File: src/rtl/uart_pkg.sv
// Shared UART definitions: transmitter state encoding and parity-mode codes.
package uart_pkg;

  typedef enum logic [2:0] {
    IDLE,
    START,
    DATA,
    PARITY,
    STOP
  } uart_state_e;

  localparam int PAR_NONE = 0;
  localparam int PAR_EVEN = 1;
  localparam int PAR_ODD  = 2;

endpackage

File: src/rtl/uart_baud_cnt.sv
// Bit-period counter: counts 0..CLKS_PER_BIT-1 while enabled, pulses tick_o on the
// last cycle of each bit period and restarts from zero on clr_i (state entry).
module uart_baud_cnt #(
  parameter int CLKS_PER_BIT = 16
) (
  input  logic clk,
  input  logic rst,
  input  logic clr_i,
  input  logic en_i,
  output logic tick_o
);

  localparam int CW = (CLKS_PER_BIT > 2) ? $clog2(CLKS_PER_BIT) : 1;
  localparam logic [CW-1:0] LAST = CW'(CLKS_PER_BIT - 1);

  logic [CW-1:0] cnt_q, cnt_d;

  assign tick_o = en_i && (cnt_q == LAST);

  always_comb begin
    cnt_d = cnt_q;
    if (clr_i) begin
      cnt_d = '0;
    end else if (en_i) begin
      cnt_d = tick_o ? '0 : cnt_q + 1'b1;
    end
  end

  always_ff @(posedge clk) begin
    if (rst) cnt_q <= '0;
    else     cnt_q <= cnt_d;
  end

endmodule

File: src/rtl/uart_tx_cfg.sv
// Configurable UART transmitter: start bit, DATA_W data bits LSB first, optional
// parity (compiled in only with UART_TX_PARITY_EN), STOP_BITS stop bits.
// Handshake: a word is taken on a rising edge where din_valid && din_ready;
// din_ready is high only in IDLE, so din_valid during a frame is ignored.
module uart_tx_cfg
  import uart_pkg::*;
#(
  parameter int DATA_W       = 8,
  parameter int CLKS_PER_BIT = 16,
  parameter int STOP_BITS    = 1,
  parameter int PARITY_MODE  = 0
) (
  input  logic              clk,
  input  logic              rst,
  input  logic [DATA_W-1:0] din,
  input  logic              din_valid,
  output logic              din_ready,
  output logic              tx,
  output logic              busy,
  output uart_state_e       state_dbg_o
);

  localparam logic [3:0] LAST_BIT  = 4'(DATA_W - 1);
  localparam logic [3:0] LAST_STOP = 4'(STOP_BITS - 1);

  uart_state_e       state_q, state_d;
  logic [DATA_W-1:0] shreg_q, shreg_d;
  logic [3:0]        bit_q, bit_d;
  logic              tx_q, tx_d;
  logic              busy_q, busy_d;
  logic              ready_q, ready_d;
  logic              tick;
  logic              accept;
  logic              par_bit;

  assign accept = (state_q == IDLE) && din_valid && ready_q;

`ifdef UART_TX_PARITY_EN
  localparam bit PAR_ON = (PARITY_MODE != PAR_NONE);
  logic par_q;

  always_ff @(posedge clk) begin
    if (rst)         par_q <= 1'b0;
    else if (accept) par_q <= (^din) ^ (PARITY_MODE == PAR_ODD);
  end

  assign par_bit = par_q;
`else
  // Parity support is not built; the mode parameter has no effect here.
  localparam bit PAR_ON = 1'b0 && (PARITY_MODE != PAR_NONE);
  assign par_bit = 1'b0;
`endif

  uart_baud_cnt #(.CLKS_PER_BIT(CLKS_PER_BIT)) u_baud (
    .clk    (clk),
    .rst    (rst),
    .clr_i  (state_d != state_q),
    .en_i   (state_q != IDLE),
    .tick_o (tick)
  );

  // Outputs are registered from the next-state values, so tx leads state by nothing.
  always_comb begin
    state_d = state_q;
    shreg_d = shreg_q;
    bit_d   = bit_q;
    tx_d    = tx_q;
    busy_d  = busy_q;
    ready_d = ready_q;
    case (state_q)
      IDLE: begin
        tx_d    = 1'b1;
        busy_d  = 1'b0;
        ready_d = 1'b1;
        if (accept) begin
          state_d = START;
          shreg_d = din;
          bit_d   = '0;
          tx_d    = 1'b0;
          busy_d  = 1'b1;
          ready_d = 1'b0;
        end
      end
      START: begin
        if (tick) begin
          state_d = DATA;
          tx_d    = shreg_q[0];
        end
      end
      DATA: begin
        if (tick) begin
          if (bit_q == LAST_BIT) begin
            bit_d = '0;
            if (PAR_ON) begin
              state_d = PARITY;
              tx_d    = par_bit;
            end else begin
              state_d = STOP;
              tx_d    = 1'b1;
            end
          end else begin
            bit_d   = bit_q + 4'd1;
            shreg_d = shreg_q >> 1;
            tx_d    = shreg_q[1];
          end
        end
      end
      PARITY: begin
        if (tick) begin
          state_d = STOP;
          bit_d   = '0;
          tx_d    = 1'b1;
        end
      end
      STOP: begin
        if (tick) begin
          if (bit_q == LAST_STOP) begin
            state_d = IDLE;
            bit_d   = '0;
            busy_d  = 1'b0;
            ready_d = 1'b1;
          end else begin
            bit_d = bit_q + 4'd1;
          end
        end
      end
      default: state_d = IDLE;
    endcase
  end

  always_ff @(posedge clk) begin
    if (rst) begin
      state_q <= IDLE;
      shreg_q <= '0;
      bit_q   <= '0;
      tx_q    <= 1'b1;
      busy_q  <= 1'b0;
      ready_q <= 1'b0;
    end else begin
      state_q <= state_d;
      shreg_q <= shreg_d;
      bit_q   <= bit_d;
      tx_q    <= tx_d;
      busy_q  <= busy_d;
      ready_q <= ready_d;
    end
  end

  assign tx          = tx_q;
  assign busy        = busy_q;
  assign din_ready   = ready_q;
  assign state_dbg_o = state_q;

endmodule

File: config.mk
export PLATFORM = sky130hd
export DESIGN_NAME = uart_tx_cfg
export DESIGN_NICKNAME = d
export VERILOG_FILES = /design/src/rtl/uart_pkg.sv /design/src/rtl/uart_baud_cnt.sv /design/src/rtl/uart_tx_cfg.sv
export SDC_FILE = /design/constraint.sdc
export NUM_CORES = 1
export LEC_CHECK = 0
export BUFFER_PORTS_ARGS = -buffer_cell sky130_fd_sc_hd__buf_4
export CAP_MARGIN = 20
export CORE_MARGIN = 2
export CORE_UTILIZATION = 39
export DETAILED_ROUTE_END_ITERATION = 6
export PLACE_DENSITY = 0.56
export SYNTH_ARGS = -nofsm -noshare
export SYNTH_HDL_FRONTEND = slang
export SYNTH_SLANG_ARGS = --single-unit
File: constraint.sdc
create_clock -name clk -period 2.45 [get_ports clk]
set_input_delay 0.245 -clock clk [delete_from_list [all_inputs] [get_ports clk]]
set_output_delay 0.245 -clock clk [all_outputs]
set_load 0.01 [all_outputs]
# Yosys cells after proc, flatten, opt, wreduce, memory -nomap -nowiden

Cells that the tools add are included.

Reductions and logical operators: 15
Equality and inequality tests: 14
$add $sub $neg: 2
Multiplexer cells: 33

Operator list:

| kind                                                | number |
|---|---|
| two-way mux 4 bit                                   | 7 |
| two-way mux 8 bit                                   | 3 |
| two-way mux 3 bit                                   | 7 |
| one-hot mux 4 bit (4 select lines)                  | 1 |
| one-hot mux 8 bit (2 select lines)                  | 1 |
| one-hot mux 3 bit (5 select lines)                  | 1 |
| two-way mux 1 bit                                   | 10 |
| adder 4 x 1 -> 4 bit, second input constant         | 2 |
| != test 2 x 1 -> 1 bit, second input constant       | 4 |
| AND reduction 4 bit                                 | 2 |
| nonzero test 4 bit                                  | 2 |
| equality test 3 x 2 -> 1 bit, second input constant | 2 |
| != test 2 bit, second input constant                | 3 |
| AND reduction 5 bit                                 | 1 |
| equality test 4 x 3 -> 1 bit, second input constant | 1 |
| equality test 4 bit, second input constant          | 1 |
| logical NOT 4 bit                                   | 1 |
| one-hot mux 1 bit (2 select lines)                  | 2 |
| one-hot mux 1 bit (4 select lines)                  | 1 |
| nonzero test 2 bit                                  | 2 |
| equality test 3 x 1 -> 1 bit, second input constant | 1 |
| equality test 3 bit, second input constant          | 1 |
| logical AND 1 bit                                   | 3 |
| logical NOT 3 bit                                   | 1 |
| 4 further kinds                                     | 4 |

Bits in registers: 22
Output and inout bits: 6
Logic and storage cells: 71
Input port bits: 11

# Longest topological paths before layout

Gate-level depths: netlist of the first run.

Depth in word-level cells: 7
Mapped depth: 7
Depth with buffers taken out: 6

# By module

A second synthesis of the first run with hierarchy kept.

Cell total of the unflattened synthesis: 133
Area total of the unflattened synthesis: 1247.4 µm²

By module, submodules not included:

| module        | cells each | instances | sequential area each (µm²) | area an instance (µm²) |
|---|---|---|---|---|
| uart_tx_cfg   | 112        | 1         | 360.3                      | 1054.8 |
| uart_baud_cnt | 21         | 1         | 80.1                       | 192.7 |

# Worst setup path before layout of the first run

No wires, ideal clock.

Kind: flip-flop to flip-flop
Start: register u_baud.cnt_q[0]
End: register shreg_q[2]
Arrival time: 1.442 ns
Stages on the path, launching flop included: 8
Buffers on the path: 2
Period minus slack after synthesis: 1.575 ns
Setup time: 0.133 ns
Setup slack: 0.875 ns
Data required time: 2.317 ns
Path through: dfxtp_1 -> ha_1 -> and3_1 -> buf_2 -> a31o_4 -> buf_4 -> a21oi_1 -> a311oi_1

Word-level cells in the longest chain between the ends: 4

Ends and longest elaborated chain:

| what                                    | line                | RTL |
|---|---|---|
| from (decl)                             | uart_baud_cnt.sv:16 | `logic [CW-1:0] cnt_q, cnt_d;` |
| from (signal assigned)                  | uart_baud_cnt.sv:31 | `else cnt_q <= cnt_d;` |
| equality test 4 bit                     | uart_baud_cnt.sv:18 | `assign tick_o = en_i && (cnt_q == LAST);` |
| logical AND 1 bit                       | uart_baud_cnt.sv:18 |  |
| != test 2 x 1 -> 1 bit (no source line) | n/a                 |  |
| AND reduction 4 bit (no source line)    | n/a                 |  |
| to (signal assigned)                    | uart_tx_cfg.sv:141  | `shreg_q <= shreg_d;` |
| to (decl)                               | uart_tx_cfg.sv:27   | `logic [DATA_W-1:0] shreg_q, shreg_d;` |

No other way between the ends.
A chain may end at the register's enable or synchronous reset.

# Final worst setup path of the first run

Start: register state_q[1] (netlist: state_dbg_o[1])
End: register bit_q[0]

Word-level cells in the longest chain between the ends: 5
Elaborated cells on any way between the ends: 15
Those cells by class: eq/ne: 7; mux: 1; reduce/logical: 7

Ends and longest elaborated chain:

| what                                 | line                                 | RTL |
|---|---|---|
| from (decl)                          | uart_tx_cfg.sv:26                    | `uart_state_e state_q, state_d;` |
| from (signal assigned)               | uart_tx_cfg.sv:140                   | `state_q <= state_d;` |
| logical NOT 3 bit                    | uart_tx_cfg.sv:36, uart_tx_cfg.sv:70 |  |
| logical AND 1 bit (2 in series)      | uart_tx_cfg.sv:36                    | `assign accept = (state_q == IDLE) && din_valid && ready_q;` |
| != test 2 bit (no source line)       | n/a                                  |  |
| AND reduction 5 bit (no source line) | n/a                                  |  |
| to (signal assigned)                 | uart_tx_cfg.sv:142                   | `bit_q <= bit_d;` |
| to (decl)                            | uart_tx_cfg.sv:28                    | `logic [3:0] bit_q, bit_d;` |

Several ways; a longest one is shown, not always the timed one.

==> results.cfg, run 1 <==
[finish]
design_area_um2 = 1460
final_core_util_pct = 47.4
area_delta_synth_final_pct = 14.3
num_antenna_cells = 0
nNetsFinal = 169
drive_gt1_share_pct = 20.1

[sta]
drv_slew = 0
hold_ws_ns = 0.199
hold_viol = 0
min_period_over_period_pct = 79.4
fmax_mhz = 514
fin_tns_setup_ns = 0
slew_headroom_pct = 60.7
worstMarginPinSlew_ns = 0.589
finalSetupViolations = 0
rsz0062_at_grt = no
fin_skew_ns = 0.00800
fin_crit_ns = 1.95

[synthesis]
synthTopCellsByArea = dfxtp_1 35%, a21oi_1 7.1%, mux2i_1 6.3%
netlist.area_leader.share_pct = 34.5
synth_most_common_cell = dfxtp_1
synth-seq-cells = 22
yosys_warnings = 0
yosysTopAreaCell = dfxtp_1
synth-edff-count = 0
syn_area_per_cell_um2 = 8.99
synth.cell_area_um2 = 1280
synth.distinct_cells = 47
ys_seq_area_share_pct = 34.5
ys_top_cells_by_count = 22 x dfxtp_1, 18 x a21oi_1, 8 x mux2i_1
synth_fp_nets = 156
synthCells = 142
async_reset_ff_share_pct = 0
synth_ff_type = dfxtp_1

[clock_network]
cts_buffer_depth = 2
h-tree-depth = 1
cts_sinks = 22
insertion_delay_ns = 0.32
cts_root_buffer = clkbuf_4
cts_setup_buffers = 0
cts_tree = yes
numCtsBuffers = 3
cts_hold_buf = 0
cts_resized = 0
clkTransAtPathRegs_ns = 0.14

[power]
p_switching_mw = 0.188
clockPowerShare_pct = 36.7
swShare_pct = 24.2
p_leak_nw = 0.586
p_int_mw = 0.590
p_seq_share_pct = 50.2
total_power_mw = 0.778
p_comb_share_pct = 13.1
powerDensity_nw_per_um2 = 533
ir_worst_vdd_uv = 385

[setup_path]
cp_data_arrival_time_ns = 2.19
path_cells = or3b_1 -> o22ai_4 -> o211ai_1 -> a21oi_1
crit_family = flip-flops
crit_type = reg2reg
cpMaxStageDelayCell = dfxtp_1
setup.worst_path.start = state_dbg_o[1]
crit_fanout = 16
r2r_start = state_dbg_o[1]
end_kind = register
worst_path_largest_cell_delay_ns = 0.68
cp.required_ns = 2.70
crit_buf_inv = 0
startpoint_type = register

[routing]
wirelength_mm = 3.02
firstDrtPassIters = 4
avgRoutedWirePerCell_um = 15.3
drc = 0
ant_nets = 0
drtIter0Drc = 61
via_per_inst = 5.72
vias = 1133

[floorplan]
die_y_um = 61.2
die-area_um2 = 3750
coreArea_um2 = 3080
die-width_um = 61.2
ios = 17
std_cell_rows = 20
initial_core_util_pct = 41.5

[run]
drv_cap = 0

[placed_design]
io_buffer_count = 16
gp_congestion = 0.830
place_area_um2 = 1410
dpl.hpwl_mm = 2.10

[global_route]
grt_pass1_vias = 1054
grt_overflow_total = 0
grt_first_pass_wirelength_mm = 5.07
grtUsageTotal_pct = 18.1
grt_start_max_net_pins = 19
antenna_found_initial = 0

[outcome]
status = finished, final reports clean

[worst_hold_path]
hold_start = din[7]
min_path_type = in2reg
==> flip-flops by register name, summed over array words and instances, names as in the netlist <==
| name | flops |
|---|---|
| busy | 1 |
| din_ready | 1 |
| tx | 1 |
| bit_q | 4 |
| shreg_q | 8 |
| state_dbg_o | 3 |
| u_baud.cnt_q | 4 |
==> tightest hold or removal path, stage by stage <==
cell and delay (ns):
buf_4 0.11, nand3b_1 0.07, a21oi_1 0.05
==> routing by layer <==
metal  share of wire, %  up-vias  GRT usage, %
met3                3.9        2          5.04
met1                 50      545          25.9
met2                 46       21          27.7
met4               0.50        0          2.80
met5                  0        -             0
li1                   -      565             -
==> through the flow <==
step / instances / setup slack (ns)
final: 198 / 0.504
after global routing: 198 / 0.344
after CTS: 198 / 0.515
after detailed placement: 194 / 0.549
after global placement: 194 / 0.584
after floorplan: 142 / 0.875
==> power groups by stage <==
stage          clock [mW]  sequential [mW]  combinational [mW]
2_1_floorplan           0            0.395              0.0696
3_3_place_gp            0            0.398              0.0992
3_5_place_dp            0            0.398               0.102
4_1_cts             0.291            0.390               0.102
5_1_grt             0.303            0.393               0.113
6_report            0.286            0.390               0.102
==> path summary, 6_finish.rpt <==
path | end | slack, ns | cells after the start
setup / recovery | bit_q[0] | 0.50 | 4
hold / removal | shreg_q[7] | 0.20 | 3
hold reg to reg | tx | 0.51 | 2
setup reg to reg | bit_q[0] | 0.50 | 4
==> cell usage in the layout, fill, tap and decap left out, types with 2 or more instances in the layout <==
| cell type | n |
|---|---|
| mux2i_1 | 8 |
| or3_1 | 2 |
| nand2_1 | 4 |
| a22oi_1 | 2 |
| inv_1 | 7 |
| ha_1 | 3 |
| nor3b_1 | 2 |
| o211ai_1 | 2 |
| nand4b_1 | 2 |
| dfxtp_1 | 22 |
| a311oi_1 | 7 |
| clkbuf_4 | 3 |
| o21ai_0 | 6 |
| o2111ai_1 | 3 |
| nand3b_1 | 2 |
| a21oi_1 | 18 |
| buf_4 | 18 |
| xor2_1 | 2 |
| nor3_1 | 7 |
| or3b_1 | 2 |
| nand3_1 | 5 |
| nor2_1 | 3 |
==> cells by family (layout without fill, tap and decap cells) <==
kind of cell	Yosys count	in the layout	synth area share, %
AO/OA/AOI/OAI	52	52	30.1
AND/OR/NAND/NOR	38	38	18.0
flip-flops	22	22	34.5
multiplexers	8	8	6.27
adder cells (fa/ha/maj)	3	3	2.94
XOR/XNOR	2	2	1.37
buffers and inverters	17	29	6.76
==> final cells by class <==
class	instances	area, µm²
fillers	305	1620
inverters	7	26.3
clock buffers	3	22.5
clock inverters	1	30.0
well taps	44	55.1
multi-input cells	103	749
flip-flops and latches	22	440
repair buffers	18	135
(Power assumes the default switching activity.)
==> inputs of run 2 (changes only) <==
clock period = 1.94 ns   (was 2.45 ns; I/O delays follow)
==> run 2 against run 1 <==
Non-clock buffer count up 2. Hold slack worse by 0.058 ns. Sequential power up 26%. Final cell count up 1.0%. Sequential share of layout area about the same. Register-to-register slack worse by 0.27 ns. Utilization about the same. Flip-flop and latch count unchanged. Cell area about the same. Clock power down 9.1%. Die area unchanged. Critical endpoint is now shreg_q[3].
==> results.cfg, run 2 (same netlist as run 1, synthesis figures left out) <==
[placed_design]
gp_congestion = 0.804
io_buffer_count = 16
place_area_um2 = 1420
dpl.hpwl_mm = 2.10

[outcome]
status = finished, final reports clean

[global_route]
grt_pass1_vias = 989
grt_start_max_net_pins = 19
antenna_found_initial = 0
grt_first_pass_wirelength_mm = 4.71
grt_overflow_total = 0
grtUsageTotal_pct = 17.1

[routing]
firstDrtPassIters = 4
drc = 0
wirelength_mm = 2.84
drtIter0Drc = 37
avgRoutedWirePerCell_um = 14.2
via_per_inst = 5.49
ant_nets = 0
vias = 1098

[sta]
fin_tns_setup_ns = 0
drv_slew = 0
rsz0062_at_grt = no
fin_crit_ns = 1.71
min_period_over_period_pct = 88.1
fmax_mhz = 585
slew_headroom_pct = 65.1
hold_viol = 0
worstMarginPinSlew_ns = 0.523
fin_skew_ns = 0.00608
finalSetupViolations = 0

[clock_network]
h-tree-depth = 1
cts_setup_buffers = 0
numCtsBuffers = 3
insertion_delay_ns = 0.31
cts_hold_buf = 0
cts_root_buffer = clkbuf_4
cts_buffer_depth = 2
cts_tree = yes
cts_resized = 0
cts_sinks = 22
clkTransAtPathRegs_ns = 0.13

[finish]
fill_cells = 312
top_register = shreg_q
largest_reg_flops = 8
design_area_um2 = 1460
nNetsFinal = 171
drive_gt1_share_pct = 21.2
largestRegisters = shreg_q: 8 flops, bit_q: 4 flops, u_baud.cnt_q: 4 flops
area_delta_synth_final_pct = 14.2
final_cell_mix = 22 x dfxtp_1, 20 x buf_4, 18 x a21oi_1, 8 x mux2i_1
num_antenna_cells = 0
final_common_cell = dfxtp_1

[setup_path]
crit_type = reg2reg
startpoint_type = register
reg2reg_depth = 5
cp_data_arrival_time_ns = 1.93
cp.required_ns = 2.16
crit_fanout = 15
end_kind = register

[floorplan]
coreArea_um2 = 3080
ios = 17
std_cell_rows = 20
die-width_um = 61.2
initial_core_util_pct = 41.5
die_y_um = 61.2
die-area_um2 = 3750

[worst_hold_path]
hold_depth = 3
min_path_type = in2reg

[power]
powerDensity_nw_per_um2 = 603
p_leak_nw = 0.589
ir_worst_vdd_uv = 389

[run]
drv_cap = 0
run 2: power by group:
part	total (mW)	switching, mW	internal, mW	leakage (nW)
combinational	0.126	0.0647	0.0618	0.388
sequential	0.492	0.0179	0.474	0.179
clock	0.260	0.145	0.115	0.0210
run 2: layer usage:
| metal | up-vias | routed length [µm] | global-route usage (%) |
|---|---|---|---|
| met4 | 0 | 19 | 2.80 |
| met5 | - | 0 | 0 |
| li1 | 570 | - | - |
| met3 | 2 | 112 | 4.62 |
| met2 | 18 | 1220 | 25.4 |
| met1 | 508 | 1480 | 25.1 |
run 2: through the flow:
| step | worst slack, ns | hold slack (ns) | cells | util, % | power [mW] |
|---|---|---|---|---|---|
| finish | 0.230 | 0.141 | 200 | 47.4 | 0.879 |
| global route | 0.0395 | 0.134 | 200 | 47.4 | 0.924 |
| CTS | 0.216 | 0.136 | 200 | 47.4 | 0.891 |
| detailed placement | 0.242 | 0.472 | 196 | 46.2 | 0.629 |
| global placement | 0.246 | 0.472 | 196 | 46.2 | 0.626 |
| floorplan | 0.365 | 0.354 | 142 | - | 0.587 |
run 2: area by class of cell:
cell class              instances  area (µm²)  share of cell area (%)
multi-input cells             103         749                    51.4
flip-flops and latches         22         440                    30.2
repair buffers                 20         150                    10.3
well taps                      44        55.1                    3.78
clock buffers                   4        36.3                    2.49
inverters                       7        26.3                    1.80
run 2: worst paths after layout:
check                  start    endpoint  slack (ns)
min reg2reg               tx          tx        0.50
max          u_baud.cnt_q[0]  shreg_q[3]        0.23
max reg2reg  u_baud.cnt_q[0]  shreg_q[3]        0.23
min                   din[7]  shreg_q[7]        0.14
run 2: worst max-delay path, cell delays in order, from the launching register on:
cell      delay [ns]
dfxtp_1         0.41
ha_1            0.22
and3_1          0.34
a31o_4          0.30
a21oi_1         0.09
a311oi_1        0.26
==> inputs of run 3 (changes only) <==
clock period = 2 ns   (was 1.94 ns; I/O delays follow)
==> run 3 against run 2 <==
Via count is 1.0% higher. Critical path type unchanged. Largest power group unchanged. Flip-flop and latch count stayed put. Die area stayed put. Clock-buffer cell count stayed put.
==> results.cfg, run 3 (same netlist as run 1, synthesis figures left out) <==
[global_route]
grt_first_pass_wirelength_mm = 5.00
antenna_found_initial = 0
grt_overflow_total = 0
grtUsageTotal_pct = 17.7
grt_start_max_net_pins = 19
grt_pass1_vias = 1067

[power]
clockPowerShare_pct = 29.7
p_leak_nw = 0.594
swShare_pct = 26.1
p_int_mw = 0.634
p_switching_mw = 0.224
p_seq_share_pct = 55.3
p_comb_share_pct = 15.1
powerDensity_nw_per_um2 = 585
ir_worst_vdd_uv = 355

[floorplan]
ios = 17
die-area_um2 = 3750
initial_core_util_pct = 41.5
std_cell_rows = 20
die_y_um = 61.2
coreArea_um2 = 3080
die-width_um = 61.2

[clock_network]
cts_resized = 0
cts_tree = yes
clkTransAtPathRegs_ns = 0.14
h-tree-depth = 1
numCtsBuffers = 3
cts_root_buffer = clkbuf_4
cts_sinks = 22
cts_hold_buf = 0
insertion_delay_ns = 0.33
cts_setup_buffers = 0
cts_buffer_depth = 2

[routing]
via_per_inst = 5.52
avgRoutedWirePerCell_um = 14.7
firstDrtPassIters = 4
ant_nets = 0
vias = 1109
drtIter0Drc = 40
wirelength_mm = 2.95
drc = 0

[finish]
largest_reg_flops = 8
num_antenna_cells = 0
final_core_util_pct = 47.6
nNetsFinal = 172
drive_gt1_share_pct = 21.7
design_area_um2 = 1470
final_common_cell = dfxtp_1
final_cell_mix = 22 x dfxtp_1, 21 x buf_4, 18 x a21oi_1, 8 x mux2i_1
top_register = shreg_q
area_delta_synth_final_pct = 14.8
largestRegisters = shreg_q: 8 flops, bit_q: 4 flops, u_baud.cnt_q: 4 flops

[setup_path]
cp.required_ns = 2.22
crit_buf_inv = 0
end_kind = register
crit_family = compound AO/OA/AOI/OAI gates
crit_fanout = 15
worst_path_largest_cell_delay_ns = 0.41
crit_type = reg2reg
cp_data_arrival_time_ns = 1.90
path_cells = ha_1 -> and3_1 -> a31o_4 -> a21oi_1 -> a311oi_1
startpoint_type = register
cpMaxStageDelayCell = dfxtp_1

[placed_design]
dpl.hpwl_mm = 2.16
gp_congestion = 0.774
place_area_um2 = 1430
io_buffer_count = 16

[run]
drv_cap = 0

[sta]
drv_slew = 0
finalSetupViolations = 0
rsz0062_at_grt = no
min_period_over_period_pct = 84.1
fmax_mhz = 595
slew_headroom_pct = 64.9
fin_crit_ns = 1.68
worstMarginPinSlew_ns = 0.526
fin_skew_ns = 0.0218
hold_viol = 0
fin_tns_setup_ns = 0

[outcome]
status = finished, final reports clean

[worst_hold_path]
min_path_type = in2reg
-- run 3: power by group through the flow --
stage	clock [mW]	combinational (mW)	sequential, mW
after global routing	0.273	0.146	0.477
after global placement	0	0.127	0.484
final	0.254	0.129	0.474
after floorplan	0	0.0853	0.484
after detailed placement	0	0.130	0.483
after CTS	0.263	0.130	0.474
-- run 3: worst min-delay path: cells and delay by family --
kind	cells	cell delay [ns]
AND/OR/NAND/NOR	1	0.07
buffers and inverters	1	0.11
AO/OA/AOI/OAI	1	0.05
-- run 3: final timing paths --
| check | start | end | slack [ns] | depth (start not counted) |
|---|---|---|---|---|
| setup reg to reg | u_baud.cnt_q[0] | shreg_q[2] | 0.32 | 5 |
| hold / removal | din[7] | shreg_q[7] | 0.13 | 3 |
| setup / recovery | u_baud.cnt_q[0] | shreg_q[2] | 0.32 | 5 |
| hold reg to reg | busy | busy | 0.50 | 2 |
-- run 3: per-stage QoR --
stage / instances / hold WS (ns) / setup slack [ns] / total power, mW
finish: 201 / 0.131 / 0.318 / 0.858
global route: 201 / 0.144 / 0.176 / 0.897
CTS: 201 / 0.138 / 0.309 / 0.867
detailed placement: 197 / 0.476 / 0.348 / 0.613
global placement: 197 / 0.472 / 0.413 / 0.611
floorplan: 142 / 0.360 / 0.425 / 0.569
-- run 3: final cells by class --
type	instances	area [µm²]
Tap cell	44	55.1
Timing Repair Buffer	21	158
Fill cell	322	1610
Sequential cell	22	440
Inverter	7	26.3
Clock buffer	4	36.3
Multi-Input combinational cell	103	749
-- run 3: metal layers --
layer  vias up  GRT usage [%]  share of wire (%)
met5         -              0                  0
met4         0           4.35               0.64
met3         2           4.20                3.5
met2        13           25.8                 44
met1       524           26.1                 52
li1        570              -                  -
